==> config.mk <==
export PLATFORM = sky130hd
export DESIGN_NAME = mem_port_arbiter_flat
export DESIGN_NICKNAME = d
export VERILOG_FILES = /design/src/rtl/mem_port_arbiter_if.sv /design/src/rtl/mem_port_arbiter.sv /design/src/flat_wrapper.sv
export SDC_FILE = /design/constraint.sdc
export NUM_CORES = 1
export LEC_CHECK = 0
export CAP_MARGIN = 30
export CORE_MARGIN = 3
export CORE_UTILIZATION = 44
export CTS_CLUSTER_SIZE = 25
export DETAILED_ROUTE_END_ITERATION = 10
export HOLD_SLACK_MARGIN = 0.1
export PLACE_DENSITY = 0.86
export SLEW_MARGIN = 30
export SYNTH_ARGS = -nofsm -noshare
export SYNTH_HDL_FRONTEND = slang
export SYNTH_SLANG_ARGS = --single-unit
==> constraint.sdc <==
create_clock -name clock -period 3.94 [get_ports clock]
set_input_delay 0.591 -clock clock [delete_from_list [all_inputs] [get_ports clock]]
set_output_delay 0.591 -clock clock [all_outputs]
set_load 0.05 [all_outputs]
==> src/rtl/mem_port_arbiter_if.sv <==
`default_nettype none
// ============================================================================
//  Module   : mem_port_arbiter_if
//  Brief    : Bundles the fetch, data and memory-side signals of the unified
//             memory port arbiter. The slave modport is the arbiter's view;
//             the master modport is the view of the stages plus memory model.
//  Revision : 1.0  initial release
// ============================================================================
interface mem_port_arbiter_if #(
    parameter int ADDR_W = 32,
    parameter int DATA_W = 32
);
    // processor control
    logic              start;
    // fetch side
    logic              if_req;
    logic [ADDR_W-1:0] if_addr;
    logic [DATA_W-1:0] if_rdata;
    logic              if_ack;
    // data side
    logic              dm_req;
    logic              dm_we;
    logic [ADDR_W-1:0] dm_addr;
    logic [DATA_W-1:0] dm_wdata;
    logic [DATA_W-1:0] dm_rdata;
    logic              dm_ack;
    // memory side
    logic              mem_en;
    logic              mem_we;
    logic [ADDR_W-1:0] mem_addr;
    logic [DATA_W-1:0] mem_wdata;
    logic [DATA_W-1:0] mem_rdata;
    // hazard / status
    logic              stall_if;
    logic              stall_mem;
    logic              grant_dm;

    // arbiter view
    modport slave (
        input  start,
        input  if_req, if_addr,
        output if_rdata, if_ack,
        input  dm_req, dm_we, dm_addr, dm_wdata,
        output dm_rdata, dm_ack,
        output mem_en, mem_we, mem_addr, mem_wdata,
        input  mem_rdata,
        output stall_if, stall_mem, grant_dm
    );

    // pipeline stages and memory model view
    modport master (
        output start,
        output if_req, if_addr,
        input  if_rdata, if_ack,
        output dm_req, dm_we, dm_addr, dm_wdata,
        input  dm_rdata, dm_ack,
        input  mem_en, mem_we, mem_addr, mem_wdata,
        output mem_rdata,
        input  stall_if, stall_mem, grant_dm
    );
endinterface
`default_nettype wire

==> src/rtl/mem_port_arbiter.sv <==
`default_nettype none
// ============================================================================
//  Module   : mem_port_arbiter
//  Brief    : Shares one unified instruction/data memory port between the
//             IF stage (fetch) and the MEM stage (load/store). Sequences one
//             access at a time through a multi-cycle memory, returns data
//             with a one-cycle ack and drives per-stage stall signals.
//             Data requests win over fetch requests.
//  Options  : ARB_STARVE_GUARD_EN - when defined, fetch is forced through
//             after STARVE_MAX consecutive data grants made while fetch waits.
//  Revision : 1.0  initial release
// ============================================================================
module mem_port_arbiter #(
    parameter int ADDR_W     = 32,
    parameter int DATA_W     = 32,
    parameter int MEM_LAT    = 2,
    parameter int STARVE_MAX = 4
) (
    input  wire logic         clock,
    input  wire logic         reset,
    mem_port_arbiter_if.slave bus
);

    // ------------------------------------------------------------------
    // State encoding
    // ------------------------------------------------------------------
    localparam logic [2:0] S_IDLE  = 3'd0;
    localparam logic [2:0] S_READY = 3'd1;
    localparam logic [2:0] S_ISSUE = 3'd2;
    localparam logic [2:0] S_WAIT  = 3'd3;
    localparam logic [2:0] S_DONE  = 3'd4;

    // With a single-cycle memory the WAIT state is never entered.
    localparam bit c_SINGLE = (MEM_LAT == 1);
    // WAIT lasts MEM_LAT-1 cycles: the counter runs 0 .. MEM_LAT-2.
    localparam int c_WAIT_W = (MEM_LAT > 2) ? $clog2(MEM_LAT - 1) : 1;
    localparam logic [c_WAIT_W-1:0] c_WAIT_LAST =
        c_WAIT_W'((MEM_LAT > 1) ? (MEM_LAT - 2) : 0);

    // ------------------------------------------------------------------
    // Registers and wires
    // ------------------------------------------------------------------
    logic [2:0]          r_state;
    logic [c_WAIT_W-1:0] r_wait_cnt;

    logic                r_mem_en;
    logic                r_mem_we;
    logic [ADDR_W-1:0]   r_mem_addr;
    logic [DATA_W-1:0]   r_mem_wdata;
    logic                r_grant_dm;

    logic                r_if_ack;
    logic                r_dm_ack;
    logic [DATA_W-1:0]   r_if_rdata;
    logic [DATA_W-1:0]   r_dm_rdata;

    logic                w_any_req;
    logic                w_pick_dm;
    logic                w_grant;
    logic                w_mem_last;

`ifdef ARB_STARVE_GUARD_EN
    localparam int c_STARVE_W = $clog2(STARVE_MAX + 1);
    localparam logic [c_STARVE_W-1:0] c_STARVE_LIM = c_STARVE_W'(STARVE_MAX);

    logic [c_STARVE_W-1:0] r_starve_cnt;
`else
    // The guard limit has no meaning without the starvation guard.
    logic w_unused_starve_max;
    assign w_unused_starve_max = (STARVE_MAX > 0);
`endif

    // ------------------------------------------------------------------
    // Arbitration decision: data wins unless the starvation guard trips
    // ------------------------------------------------------------------
    always_comb begin
        w_any_req = bus.if_req | bus.dm_req;
        w_pick_dm = bus.dm_req;
`ifdef ARB_STARVE_GUARD_EN
        if (bus.if_req && (r_starve_cnt == c_STARVE_LIM)) begin
            w_pick_dm = 1'b0;
        end
`endif
    end

    // A grant happens only from READY while the processor is running.
    assign w_grant = (r_state == S_READY) && bus.start && w_any_req;

    // Last cycle of the memory access: read data is sampled at its end.
    assign w_mem_last = ((r_state == S_ISSUE) && c_SINGLE) ||
                        ((r_state == S_WAIT) && (r_wait_cnt == c_WAIT_LAST));

    // ------------------------------------------------------------------
    // Main sequencer: IDLE -> READY -> ISSUE -> (WAIT) -> DONE -> READY
    // ------------------------------------------------------------------
    always_ff @(posedge clock) begin
        if (!reset) begin
            r_state    <= S_IDLE;
            r_wait_cnt <= '0;
        end else begin
            case (r_state)
                S_IDLE: begin
                    if (bus.start) begin
                        r_state <= S_READY;
                    end
                end
                S_READY: begin
                    if (!bus.start) begin
                        r_state <= S_IDLE;
                    end else if (w_any_req) begin
                        r_state <= S_ISSUE;
                    end
                end
                S_ISSUE: begin
                    r_wait_cnt <= '0;
                    r_state    <= c_SINGLE ? S_DONE : S_WAIT;
                end
                S_WAIT: begin
                    if (r_wait_cnt == c_WAIT_LAST) begin
                        r_state <= S_DONE;
                    end else begin
                        r_wait_cnt <= r_wait_cnt + 1'b1;
                    end
                end
                S_DONE: begin
                    // start dropping mid-access lets the access finish,
                    // then parks the arbiter in IDLE
                    r_state <= bus.start ? S_READY : S_IDLE;
                end
                default: begin
                    r_state <= S_IDLE;
                end
            endcase
        end
    end

    // ------------------------------------------------------------------
    // Memory-side request registers, loaded with the winner on a grant
    // ------------------------------------------------------------------
    always_ff @(posedge clock) begin
        if (!reset) begin
            r_mem_en    <= 1'b0;
            r_mem_we    <= 1'b0;
            r_mem_addr  <= '0;
            r_mem_wdata <= '0;
            r_grant_dm  <= 1'b0;
        end else begin
            // the strobe is high only during the ISSUE cycle
            r_mem_en <= w_grant;
            if (w_grant) begin
                r_grant_dm <= w_pick_dm;
                if (w_pick_dm) begin
                    r_mem_addr  <= bus.dm_addr;
                    r_mem_wdata <= bus.dm_wdata;
                    r_mem_we    <= bus.dm_we;
                end else begin
                    // fetch never writes; keep write data untouched
                    r_mem_addr <= bus.if_addr;
                    r_mem_we   <= 1'b0;
                end
            end
        end
    end

    // ------------------------------------------------------------------
    // Response path: capture read data and raise the winner's ack
    // ------------------------------------------------------------------
    always_ff @(posedge clock) begin
        if (!reset) begin
            r_if_ack   <= 1'b0;
            r_dm_ack   <= 1'b0;
            r_if_rdata <= '0;
            r_dm_rdata <= '0;
        end else begin
            r_if_ack <= 1'b0;
            r_dm_ack <= 1'b0;
            if (w_mem_last) begin
                if (r_grant_dm) begin
                    r_dm_ack <= 1'b1;
                    // a store leaves the previous load data in place
                    if (!r_mem_we) begin
                        r_dm_rdata <= bus.mem_rdata;
                    end
                end else begin
                    r_if_ack   <= 1'b1;
                    r_if_rdata <= bus.mem_rdata;
                end
            end
        end
    end

`ifdef ARB_STARVE_GUARD_EN
    // ------------------------------------------------------------------
    // Starvation counter: data grants made while fetch is waiting
    // ------------------------------------------------------------------
    always_ff @(posedge clock) begin
        if (!reset) begin
            r_starve_cnt <= '0;
        end else if (w_grant) begin
            if (w_pick_dm && bus.if_req) begin
                r_starve_cnt <= r_starve_cnt + 1'b1;
            end else begin
                r_starve_cnt <= '0;
            end
        end
    end
`endif

    // ------------------------------------------------------------------
    // Outputs
    // ------------------------------------------------------------------
    assign bus.mem_en    = r_mem_en;
    assign bus.mem_we    = r_mem_we;
    assign bus.mem_addr  = r_mem_addr;
    assign bus.mem_wdata = r_mem_wdata;
    assign bus.grant_dm  = r_grant_dm;
    assign bus.if_ack    = r_if_ack;
    assign bus.dm_ack    = r_dm_ack;
    assign bus.if_rdata  = r_if_rdata;
    assign bus.dm_rdata  = r_dm_rdata;

    // Stalls track the live request against this cycle's ack.
    assign bus.stall_if  = bus.if_req & ~r_if_ack;
    assign bus.stall_mem = bus.dm_req & ~r_dm_ack;

endmodule
`default_nettype wire
==> src/flat_wrapper.sv <==
// flat-port wrapper written by rule: the top's interface ports become plain ports
module mem_port_arbiter_flat 
#(
    parameter int ADDR_W     = 32,
    parameter int DATA_W     = 32,
    parameter int MEM_LAT    = 2,
    parameter int STARVE_MAX = 4
)
  (clock, reset, bus_start, bus_if_req, bus_if_addr, bus_if_rdata, bus_if_ack, bus_dm_req, bus_dm_we, bus_dm_addr, bus_dm_wdata, bus_dm_rdata, bus_dm_ack, bus_mem_en, bus_mem_we, bus_mem_addr, bus_mem_wdata, bus_mem_rdata, bus_stall_if, bus_stall_mem, bus_grant_dm);
  mem_port_arbiter_if #(.ADDR_W(ADDR_W), .DATA_W(DATA_W)) bus_i ();
  input  wire logic clock;
  input  wire logic reset;
  input wire logic [$bits(bus_i.start)-1:0] bus_start;
  input wire logic [$bits(bus_i.if_req)-1:0] bus_if_req;
  input wire logic [$bits(bus_i.if_addr)-1:0] bus_if_addr;
  output wire logic [$bits(bus_i.if_rdata)-1:0] bus_if_rdata;
  output wire logic [$bits(bus_i.if_ack)-1:0] bus_if_ack;
  input wire logic [$bits(bus_i.dm_req)-1:0] bus_dm_req;
  input wire logic [$bits(bus_i.dm_we)-1:0] bus_dm_we;
  input wire logic [$bits(bus_i.dm_addr)-1:0] bus_dm_addr;
  input wire logic [$bits(bus_i.dm_wdata)-1:0] bus_dm_wdata;
  output wire logic [$bits(bus_i.dm_rdata)-1:0] bus_dm_rdata;
  output wire logic [$bits(bus_i.dm_ack)-1:0] bus_dm_ack;
  output wire logic [$bits(bus_i.mem_en)-1:0] bus_mem_en;
  output wire logic [$bits(bus_i.mem_we)-1:0] bus_mem_we;
  output wire logic [$bits(bus_i.mem_addr)-1:0] bus_mem_addr;
  output wire logic [$bits(bus_i.mem_wdata)-1:0] bus_mem_wdata;
  input wire logic [$bits(bus_i.mem_rdata)-1:0] bus_mem_rdata;
  output wire logic [$bits(bus_i.stall_if)-1:0] bus_stall_if;
  output wire logic [$bits(bus_i.stall_mem)-1:0] bus_stall_mem;
  output wire logic [$bits(bus_i.grant_dm)-1:0] bus_grant_dm;
  assign bus_i.start = bus_start;
  assign bus_i.if_req = bus_if_req;
  assign bus_i.if_addr = bus_if_addr;
  assign bus_if_rdata = bus_i.if_rdata;
  assign bus_if_ack = bus_i.if_ack;
  assign bus_i.dm_req = bus_dm_req;
  assign bus_i.dm_we = bus_dm_we;
  assign bus_i.dm_addr = bus_dm_addr;
  assign bus_i.dm_wdata = bus_dm_wdata;
  assign bus_dm_rdata = bus_i.dm_rdata;
  assign bus_dm_ack = bus_i.dm_ack;
  assign bus_mem_en = bus_i.mem_en;
  assign bus_mem_we = bus_i.mem_we;
  assign bus_mem_addr = bus_i.mem_addr;
  assign bus_mem_wdata = bus_i.mem_wdata;
  assign bus_i.mem_rdata = bus_mem_rdata;
  assign bus_stall_if = bus_i.stall_if;
  assign bus_stall_mem = bus_i.stall_mem;
  assign bus_grant_dm = bus_i.grant_dm;
  mem_port_arbiter #(.ADDR_W(ADDR_W), .DATA_W(DATA_W), .MEM_LAT(MEM_LAT), .STARVE_MAX(STARVE_MAX)) u_core (.clock(clock), .reset(reset), .bus(bus_i));
endmodule
Word-level counts from Yosys, hierarchy flattened
Index checks and enable logic that the tools add are counted.
- bits in registers: 137
- latch bits: 0
- RAM bits: 0
- bits in read-only memories: 0
- logic and storage cells: 49
- memories kept: 0
- add/sub/neg operators: 1
- $mul: 0
- div/mod/pow operators: 0
- magnitude comparators: 0
- equal/unequal tests: 7
- shifts and indexed selects: 0
- mux-type cells: 12
- bitwise operators: 8
- reduce and logical (&&, ||, !) cells: 10
- operators with widths (cell ; number):
    32-bit 2-to-1 mux ; 1
    3-bit case mux with 5 select lines ; 1
    3-bit 2-to-1 mux ; 4
    3-bit by 2-bit equality test with 1-bit output, second input constant ; 2
    2-bit AND reduction ; 3
    3-bit AND reduction ; 2
    1-bit 2-to-1 mux ; 5
    1-bit NOT ; 5
    2-bit inequality test, second input constant ; 2
    3-bit by 1-bit equality test with 1-bit output, second input constant ; 1
    3-bit equality test, second input constant ; 1
    1-bit logical AND ; 3
    3-bit zero test ; 1
    3-bit by 2-bit inequality test with 1-bit output, second input constant ; 1
    1-bit bitwise AND ; 2
    1-bit case mux with 2 select lines ; 1
    2-bit nonzero test ; 1
    1-bit adder, second input constant ; 1
    1-bit bitwise OR ; 1

Logic depth before layout (Yosys ltp)
Gate-level depths: netlist of the first run.
- depth after elaboration: 4
- depth in mapped cells: 7

Least setup slack after synthesis of the first run
OpenSTA, ideal clock, no wires.
- path kind: input to output
- from: input bus_dm_req
- to: output bus_stall_mem
- data arrival time: 1.696 ns
- data required time: 3.349 ns
- setup slack: 1.653 ns
- cell stages on the path: 3
- path through: buf_6 -> buf_2 -> nor2b_1
- longest elaborated chain between the ends: 1
- ends and longest elaborated chain (what ; RTL line ; RTL):
    start, declared ; flat_wrapper.sv:18 ; input wire logic [$bits(bus_i.dm_req)-1:0] bus_dm_req;
    1-bit bitwise AND ; mem_port_arbiter.sv:224 ; assign bus.stall_mem = bus.dm_req & ~r_dm_ack;
    end, declared ; flat_wrapper.sv:30 ; output wire logic [$bits(bus_i.stall_mem)-1:0] bus_stall_mem;
Every way passes these cells.

Worst setup path in the final report of the first run
- from: input bus_if_req
- to: output bus_stall_if
- longest elaborated chain between the ends: 1
- ends and longest elaborated chain (what ; RTL line ; RTL):
    start, declared ; flat_wrapper.sv:14 ; input wire logic [$bits(bus_i.if_req)-1:0] bus_if_req;
    1-bit bitwise AND ; mem_port_arbiter.sv:223 ; assign bus.stall_if = bus.if_req & ~r_if_ack;
    end, declared ; flat_wrapper.sv:29 ; output wire logic [$bits(bus_i.stall_if)-1:0] bus_stall_if;
Every way passes these cells.

==> results of run 1 <==
==> placed cells by master, fill, tap and decap left out, types with 5 or more instances in the layout <==
master,instances
a211oi_2,28
a21oi_1,33
buf_4,9
bufinv_16,5
clkbuf_16,17
clkdlybuf4s50_1,266
dfxtp_1,136
mux2i_1,96
nand2_1,131
nand3_1,33
o21ai_0,33
==> registers in the layout, indices dropped and copies added (netlist names) <==
name	count
u_core.bus.mem_wdata	32
u_core.bus.mem_en	1
u_core.bus.mem_we	1
u_core.bus.if_rdata	32
u_core.bus.grant_dm	1
u_core.bus.mem_addr	32
u_core.bus.dm_ack	1
u_core.bus.dm_rdata	32
u_core.bus.if_ack	1
u_core.r_state	3
==> layer usage <==
metal | part of all wire, % | global-route usage, % | vias up
met4 | 3.4 | 11.0 | 0
li1 | - | - | 2441
met2 | 51 | 40.2 | 190
met3 | 7.2 | 7.67 | 37
met1 | 38 | 24.8 | 2285
met5 | 0 | 0 | -
==> through the flow <==
stage                     setup WS (ps)  util [%]  total power, mW  instances
after floorplan                    1650         -             1.77        568
after CTS                          1330      73.2             3.76        992
final                              1340      73.3             3.74        992
after global routing               1270      73.3             3.86        992
after global placement             1240      67.7             2.00        960
after detailed placement           1150      67.7             2.01        960
==> worst reg2reg max path: stages, from the launching register on <==
cell	delay, ps
dfxtp_1	380
nor4bb_4	310
buf_4	290
and2_4	530
a211oi_1	170
==> final cells by class <==
type / instances / area (µm²)
multi-input cells: 379 / 2500
inverters: 1 / 3.75
well taps: 168 / 210
clock buffers: 22 / 474
fillers: 870 / 3220
clock inverters: 10 / 190
flip-flops and latches: 136 / 2720
repair buffers: 276 / 2740
==> logic make-up (layout without fill, tap and decap cells) <==
kind of cell    after synthesis  in the layout  synth area share, %
buf+inv                      53            309                 4.79
mux                          96             96                 17.6
compound gates              101            101                 13.4
flops                       136            136                 49.9
simple gates                182            182                 14.3
==> final timing paths <==
check,slack (ps),endpoint,from,cells after the start
worst max-delay path,1340,bus_stall_if,bus_if_req,3
worst min-delay path,460,u_core.bus.mem_wdata[14],u_core.bus.mem_wdata[14],2
worst max register to register,2120,u_core.bus.mem_addr[22],u_core.r_state[1],4
worst min register to register,460,u_core.bus.mem_wdata[14],u_core.bus.mem_wdata[14],2
==> power by group through the flow <==
stage	logic, mW	clock network (mW)	registers, mW
CTS	0.546	1.78	1.44
global placement	0.532	0	1.47
finish	0.544	1.76	1.44
floorplan	0.180	0	1.59
detailed placement	0.544	0	1.47
global route	0.574	1.84	1.44
==> run_results.csv, run 1 <==
group,metric,value,unit
outcome,status,"finished, final reports clean",
worst_setup_path,cp-start-kind,"input pin",
floorplan,die_height,117,µm
sta,skew,7.37,ps
worst_setup_path,crit_chain,"clkdlybuf4s50_1 > nor2b_1 > clkdlybuf4s50_1",
drt,dr.pass1.iters,5,
global_route,antenna_found_initial,0,
drt,wirelength,16.3,mm
worst_setup_path,worst-path-buf-inv,2,
yosys,synth.avg_cell_area,9.61,µm²
worst_setup_path,cp_max_fo,3,
cts,cts_max_level,4,
yosys,synth_nets,702,
floorplan,num_rows,40,
power,ir_drop,0.320,mV
cts,post_cts.repair.setup_buffers,0,
sta,whs,456,ps
sta,worst_pin_slew,697,ps
cts,cts-root-buf,"clkbuf_16",
yosys,synth_top_flop_cell,"dfxtp_1",
drt,ant_nets,0,
floorplan,io_pins,269,
drt,wire_per_inst,16.4,µm
worst_setup_path,arrival,2010,ps
yosys,synth_edf_count,0,
place,post_dp_cell_area,0.00817,mm²
power,p_per_area,423,mW/mm²
yosys,ys_warn_count,0,
yosys,ys_seq_elements,136,
drt,routed_via_density,4.99,
cts,clock_latency,400,ps
yosys,synth_cell_type_count,28,
sta,grt_setup_unrepaired,"false",
min_path,hold_path.class,"reg -> reg",
worst_setup_path,critPathSlowestCell,"clkdlybuf4s50_1",
cts,clk_pin_slew_worst_paths,60,ps
cts,cts_sinks,136,
power,pwr-share-comb,14.5,%
yosys,synth_cells,568,
yosys,synthesis.area,0.00546,mm²
drt,drc,0,
sta,setup_viol,0,
worst_setup_path,critical-path-top-delay-family,"buffers and inverters",
worst_setup_path,crit_path_max_incr_delay,800,ps
cts,cts_resized,0,
yosys,synth_most_common_cell,"dfxtp_1",
power,p_int,2.84,mW
place,gp_congestion,0.792,
sta,slew_viol_final,0,
global_route,grt_pass1_wl,25.9,mm
yosys,async_reset_ff_share,0,%
drt,drt_iter0_markers,262,
cts,cts_hold_buf,0,
global_route,grt_max_degree,71,
floorplan,start_util,45.2,%
place,port_buffers,268,
floorplan,die_w,117,µm
cells_and_area,finalInstanceArea,0.00884,mm²
worst_setup_path,crit_required,3350,ps
floorplan,dieArea,0.0138,mm²
sta,fmax,384,MHz
sta,hold_viol,0,
floorplan,core,0.0121,mm²
power,sw_frac_of_total,24.1,%
cells_and_area,areaGrowthSynthToFinish,62.0,%
yosys,ys_seq_area_share,49.9,%
sta,period_needed,2600,ps
sta,slew_headroom,53.5,%
power,pwr-share-clk,47.0,%
place,detailed_place_hpwl,12.0,mm
sta,fin_tns_setup,0,ps
cells_and_area,antenna_cells_inserted,0,
worst_setup_path,path_common_cell,"clkdlybuf4s50_1",
yosys,synth_top_area_share,49.9,%
cts,cts_buffers,17,
power,p_switching,0.901,mW
yosys,yosys.area.top_type,"dfxtp_1",
yosys,yosys-top-cells-area,"dfxtp_1, mux2i_1, nand2_1",
global_route,overflow,0,
global_route,first_global_vias,5049,
drt,vias,4953,
cells_and_area,layout-drive-gt1-share,8.86,%
power,power.share.sequential,38.5,%
worst_setup_path,crit_path_end_kind,"output port",
cts,cts_buffer_depth,2,
yosys,synth_common_cells,"dfxtp_1, nand2_1, mux2i_1",
cells_and_area,finalNetCount,945,
sta,post-route-period-util,66.1,%
global_route,track_usage,22.9,%
power,p_leak,3.39,nW
cts,cts_tree,"yes",
flow_run,maxCapViolCount,0,
worst_setup_path,critPathKind,"in -> out",
No activity file was read; power rests on OpenSTA's default activity.
==> run 2, diff against run 1 <==
Settings changed: CORE_UTILIZATION 44 to 37, PLACE_DENSITY 0.86 to 0.77.
Clock period 3.94 ns to 2.2 ns, I/O delays scaled along.
==> run_results.csv, run 2 (same netlist as run 1, synthesis figures left out) <==
group,metric,value,unit
outcome,status,"finished, final reports clean",
worst_setup_path,worstReg2RegStart,"u_core.bus.grant_dm",
cts,cts_buffers,17,
floorplan,core,0.0141,mm²
cells_and_area,finalNetCount,950,
sta,grt_setup_unrepaired,"false",
global_route,grt_max_degree,64,
cells_and_area,final_util,63.0,%
floorplan,num_rows,43,
sta,period_needed,2010,ps
sta,fmax,497,MHz
drt,ant_nets,0,
power,p_leak,3.42,nW
sta,hold_viol,0,
sta,slew_headroom,60.0,%
cells_and_area,areaGrowthSynthToFinish,63.4,%
worst_setup_path,crit_chain,"clkdlybuf4s50_1",
worst_setup_path,critPathSlowestCell,"clkdlybuf4s50_1",
min_path,hold_path.class,"in -> reg",
min_path,holdPathEnd,"u_core.bus.dm_rdata[18]",
sta,setup_viol,0,
min_path,holdPathStages,3,
cells_and_area,layout_common_cells,"clkdlybuf4s50_1, dfxtp_1, nand2_1, mux2i_1",
cts,cts_tree,"yes",
sta,fin_tns_setup,0,ps
sta,post-route-period-util,91.5,%
cts,cts-root-buf,"clkbuf_16",
place,gp_congestion,0.837,
place,detailed_place_hpwl,12.1,mm
global_route,first_global_vias,5037,
cts,clk_pin_slew_worst_paths,50,ps
floorplan,start_util,38.6,%
worst_setup_path,rrSetupSlack,480,ps
flow_run,maxCapViolCount,0,
floorplan,die_height,127,µm
worst_setup_path,arrival,1680,ps
worst_setup_path,crit_path_end_kind,"output port",
worst_setup_path,reg2regPathDepth,4,
worst_setup_path,timing.rr.end,"u_core.bus.if_rdata[30]",
worst_setup_path,cp_max_fo,5,
sta,skew,5.48,ps
cells_and_area,layout-drive-gt1-share,9.53,%
cells_and_area,antenna_cells_inserted,0,
drt,routed_via_density,4.81,
drt,wire_per_inst,16.2,µm
floorplan,dieArea,0.0162,mm²
cts,cts_buffer_depth,2,
cts,clock_latency,400,ps
cts,cts_sinks,136,
drt,drc,0,
sta,worst_pin_slew,600,ps
cts,cts_resized,0,
worst_setup_path,critical-path-top-delay-family,"buffers and inverters",
cells_and_area,layout_commonest_cell,"clkdlybuf4s50_1",
cts,cts_hold_buf,0,
worst_setup_path,cp-start-kind,"register",
cts,cts_max_level,4,
place,port_buffers,268,
floorplan,die_w,127,µm
global_route,grt_pass1_wl,25.8,mm
cells_and_area,fillers,1151,
global_route,antenna_found_initial,0,
global_route,overflow,0,
drt,drt_iter0_markers,191,
sta,slew_viol_final,0,
worst_setup_path,worst-path-buf-inv,1,
power,ir_drop,0.427,mV
drt,vias,4850,
floorplan,io_pins,269,
power,p_per_area,708,mW/mm²
worst_setup_path,crit_path_max_incr_delay,860,ps
global_route,track_usage,19.8,%
drt,dr.pass1.iters,4,
cts,post_cts.repair.setup_buffers,0,
min_path,hp-start,"reset",
worst_setup_path,crit_required,1870,ps
worst_setup_path,critPathKind,"reg -> out",
drt,wirelength,16.3,mm
[run 2: changes by cell type in the layout (fill, tap and decap cells not counted), moves of 2 or more]
| cell | before | now |
|---|---|---|
| buf_12 | 0 | 10 |
| buf_4 | 9 | 6 |
| bufinv_16 | 5 | 2 |
| clkdlybuf4s50_1 | 266 | 264 |
| clkinv_2 | 0 | 6 |
| clkinvlp_4 | 3 | 1 |
[run 2: how the worst max path moves through the flow]
stage,slack (ps),cells after the start,to,start
3_3_place_gp,240,6,u_core.bus.mem_addr[24],bus_start
2_1_floorplan,430,3,bus_stall_mem,bus_dm_req
6_report,190,1,bus_grant_dm,u_core.bus.grant_dm
5_1_grt,120,1,bus_grant_dm,u_core.bus.grant_dm
3_5_place_dp,180,6,u_core.bus.mem_wdata[6],bus_start
4_1_cts,160,1,bus_grant_dm,u_core.bus.grant_dm
[run 2: layout make-up]
type                       count  area (µm²)  area share [%]
clock buffer                  23         478            5.36
clock inverter                 9        97.6            1.09
inverter                       1        3.75          0.0421
multi-input combinational    379        2490            28.0
sequential                   136        2720            30.5
tap                          180         225            2.53
timing repair buffer         281        2890            32.5
[run 2: report_power, final]
group	internal, mW	switching [mW]	total, mW	leakage (nW)
clock	1.75	0.991	2.74	0.286
sequential	2.53	0.0423	2.58	1.10
combinational	0.464	0.536	1.00	2.04
total	4.74	1.57	6.31	3.42
[run 2: routing by layer]
| metal | global-route usage [%] | routed length (µm) | share of wire, % |
|---|---|---|---|
| met3 | 6.06 | 1110 | 6.8 |
| met1 | 22.3 | 6470 | 40 |
| met5 | 0 | 0 | 0 |
| met4 | 7.89 | 408 | 2.5 |
| met2 | 34.9 | 8360 | 51 |
[run 2: through the flow]
step	instances	setup WS [ps]	area (µm²)	hold slack [ps]	power (mW)
5_1_grt	1009	122	8910	409	6.55
6_report	1009	186	8910	403	6.31
3_3_place_gp	977	242	8340	441	3.61
2_1_floorplan	568	435	5460	469	3.17
3_5_place_dp	977	183	8340	449	3.63
4_1_cts	1009	156	8910	388	6.38
[run 2: tightest hold or removal path: stages]
cell	delay [ps]
buf_4	250
nand2_1	110
mux2i_1	50
==> edit (settings of run 1) <==
The option `ARB_STARVE_GUARD_EN` is turned on by a define.
--- a/src/rtl/mem_port_arbiter.sv
+++ b/src/rtl/mem_port_arbiter.sv
@@ -10,6 +10,8 @@
 //             after STARVE_MAX consecutive data grants made while fetch waits.
 //  Revision : 1.0  initial release
 // ============================================================================
+`define ARB_STARVE_GUARD_EN
+
 module mem_port_arbiter #(
     parameter int ADDR_W     = 32,
     parameter int DATA_W     = 32,
Check against the original RTL: no difference found for any inputs over 10 cycles, from zero or initial values and one cycle with reset low; that may be too few to reach the edited logic, so the function may still have changed.
==> edit against run 1 <==
  * Worst setup slack got worse by 210 ps
  * Count of clock-buffer cells in the layout rose by 2
  * Power fell by 6.4%
  * Design area rose by 5.6%
  * Clock skew fell by 1.3 ps
  * Clock power fell by 13%
  * Critical path depth did not move
  * Routed wire length rose by 11%
  * Area after synthesis rose by 11%
  * Hold slack got worse by 3.7 ps
  * Sequential cell count rose by 3
==> edit: results (changes against run 1) <==
hold crit path type=register to register; clk_lat worst skew=around 400 ps; first-pass GRT wire length=27.8 mm (+7.7%); Rows=42 (+5.0%); final worst hold slack=452 ps (-3.73 ps); Rel. slew slack=0.521 (-0.0138); nets=1040 (+10%); Worst Skew=6.08 ps (-1.29 ps); sequential area share after synthesis=0.459 (-0.0404); CP top delay family=buffers and inverters; largest net degree at the start of global routing=114 (+61%); post-synthesis xor/xnor area fraction=0 (unchanged); critical-path cell with the highest stage delay=clkdlybuf4s50_1; Synth top cells by count=dfxtp_1, nand2_1, a21boi_0; crit path time final=2810 ps (+208 ps); vias in the first global route=5567 (+10%); pre-CTS setup slack=1120 ps (-27.1 ps); multiplexer area fraction after synthesis=0.0528 (-0.123); Leak=3.81 nW (+12%); Peak VDD IR=0.265 mV (-17%); Root Buffer=clkbuf_16; worst reg-to-reg setup slack=1940 ps (-180 ps); drt drc=0 (unchanged); Post-synth ARST share=0 (unchanged); Vias/cell=5.29 (+6.0%); outcome=completed; initial antenna violation count=1 (+1); clock tree buffer depth=2 (unchanged); adder-cell area share of the yosys netlist=0.00412 (+0.00412); # fillers=1043 (+20%); H-tree Lvls=4 (unchanged); Syn Nets=812 (+16%); DRT Wirelength=18.0 mm (+11%); synth unique cells=38 (+36%); iteration count of the initial detailed-routing pass=5 (unchanged); port bufs=268 (unchanged); top post-synthesis cells by area=dfxtp_1, a21boi_0, nand2_1; layout cells sized above 1=0.0513 (-0.0373); area fraction in compound gates after synthesis=0.250 (+0.116); Detailed Place HPWL=12.4 mm (+3.9%); Placer Congestion=0.770 (-2.8%); Iter 0 DRT Violations=355 (+35%); Data arrival, critical path=2220 ps (+210 ps); Setup Fix Bufs, Post-CTS=0 (unchanged); CP max FO=7 (+4); GRT Overall Usage=0.233 (+0.00387)
==> edit: cell count changes after synthesis, moves of 12 or more <==
cell,change
a21oi_1,-32
a21boi_1,+12
a21boi_0,+86
clkbuf_1,+20
o311a_1,+32
a211oi_2,-28
mux2i_1,-64
and3_1,+32
a21o_1,+32
==> edit: path summary, 6_finish.rpt <==
check                                              end  depth (start not counted)                                 start
hold / removal    u_core.bus.if_rdata[14]$_SDFFE_PN0P_                          2  u_core.bus.if_rdata[14]$_SDFFE_PN0P_
setup / recovery                          bus_stall_if                          3                            bus_if_req
setup reg to reg  u_core.bus.mem_addr[16]$_SDFFE_PN0P_                          4        u_core.r_state[0]$_SDFFE_PN0P_
hold reg to reg   u_core.bus.if_rdata[14]$_SDFFE_PN0P_                          2  u_core.bus.if_rdata[14]$_SDFFE_PN0P_
==> edit: kinds of logic (layout without fill, tap and decap cells) <==
kind of cell,Yosys count,in the layout
compound gates,203,203
other cells,0,1
mux,32,32
buf+inv,74,314
simple gates,226,226
fa+ha+maj,2,2
flops,139,139
==> edit: layer usage <==
metal,GRT usage,vias up,wire [um]
li1,-,2836,-
met3,0.0970,47,1880
met2,0.377,236,8670
met1,0.266,2667,6870
met4,0.113,0,624
met5,0,-,0
==> edit: layout make-up <==
class                      instances  area share
antenna                            1    0.000268
clock buffer                      24      0.0506
clock inverter                     7     0.00979
inverter                           4     0.00161
multi-input combinational        463       0.318
sequential                       139       0.298
tap                              176      0.0236
timing repair buffer             279       0.298
==> edit: worst min-delay path, delay by kind of cell, from the launching register on <==
family | cells | cell delay, ps
DFF | 1 | 300
AOI/OAI and AO/OA | 1 | 50
and+or+nand+nor | 1 | 50
==> edit: power breakdown <==
| group | switching (mW) | internal [mW] | leakage, nW | total, mW |
|---|---|---|---|---|
| registers | 0.0217 | 1.44 | 1.12 | 1.46 |
| clock network | 0.568 | 0.958 | 0.274 | 1.53 |
| logic | 0.262 | 0.250 | 2.41 | 0.512 |
| total | 0.852 | 2.65 | 3.81 | 3.50 |
==> edit: metrics by stage <==
step           cell area, um^2  std cells
3_3_place_gp              8740       1060
3_5_place_dp              8760       1061
5_1_grt                   9330       1093
2_1_floorplan             6070        676
6_report                  9330       1093
4_1_cts                   9320       1092
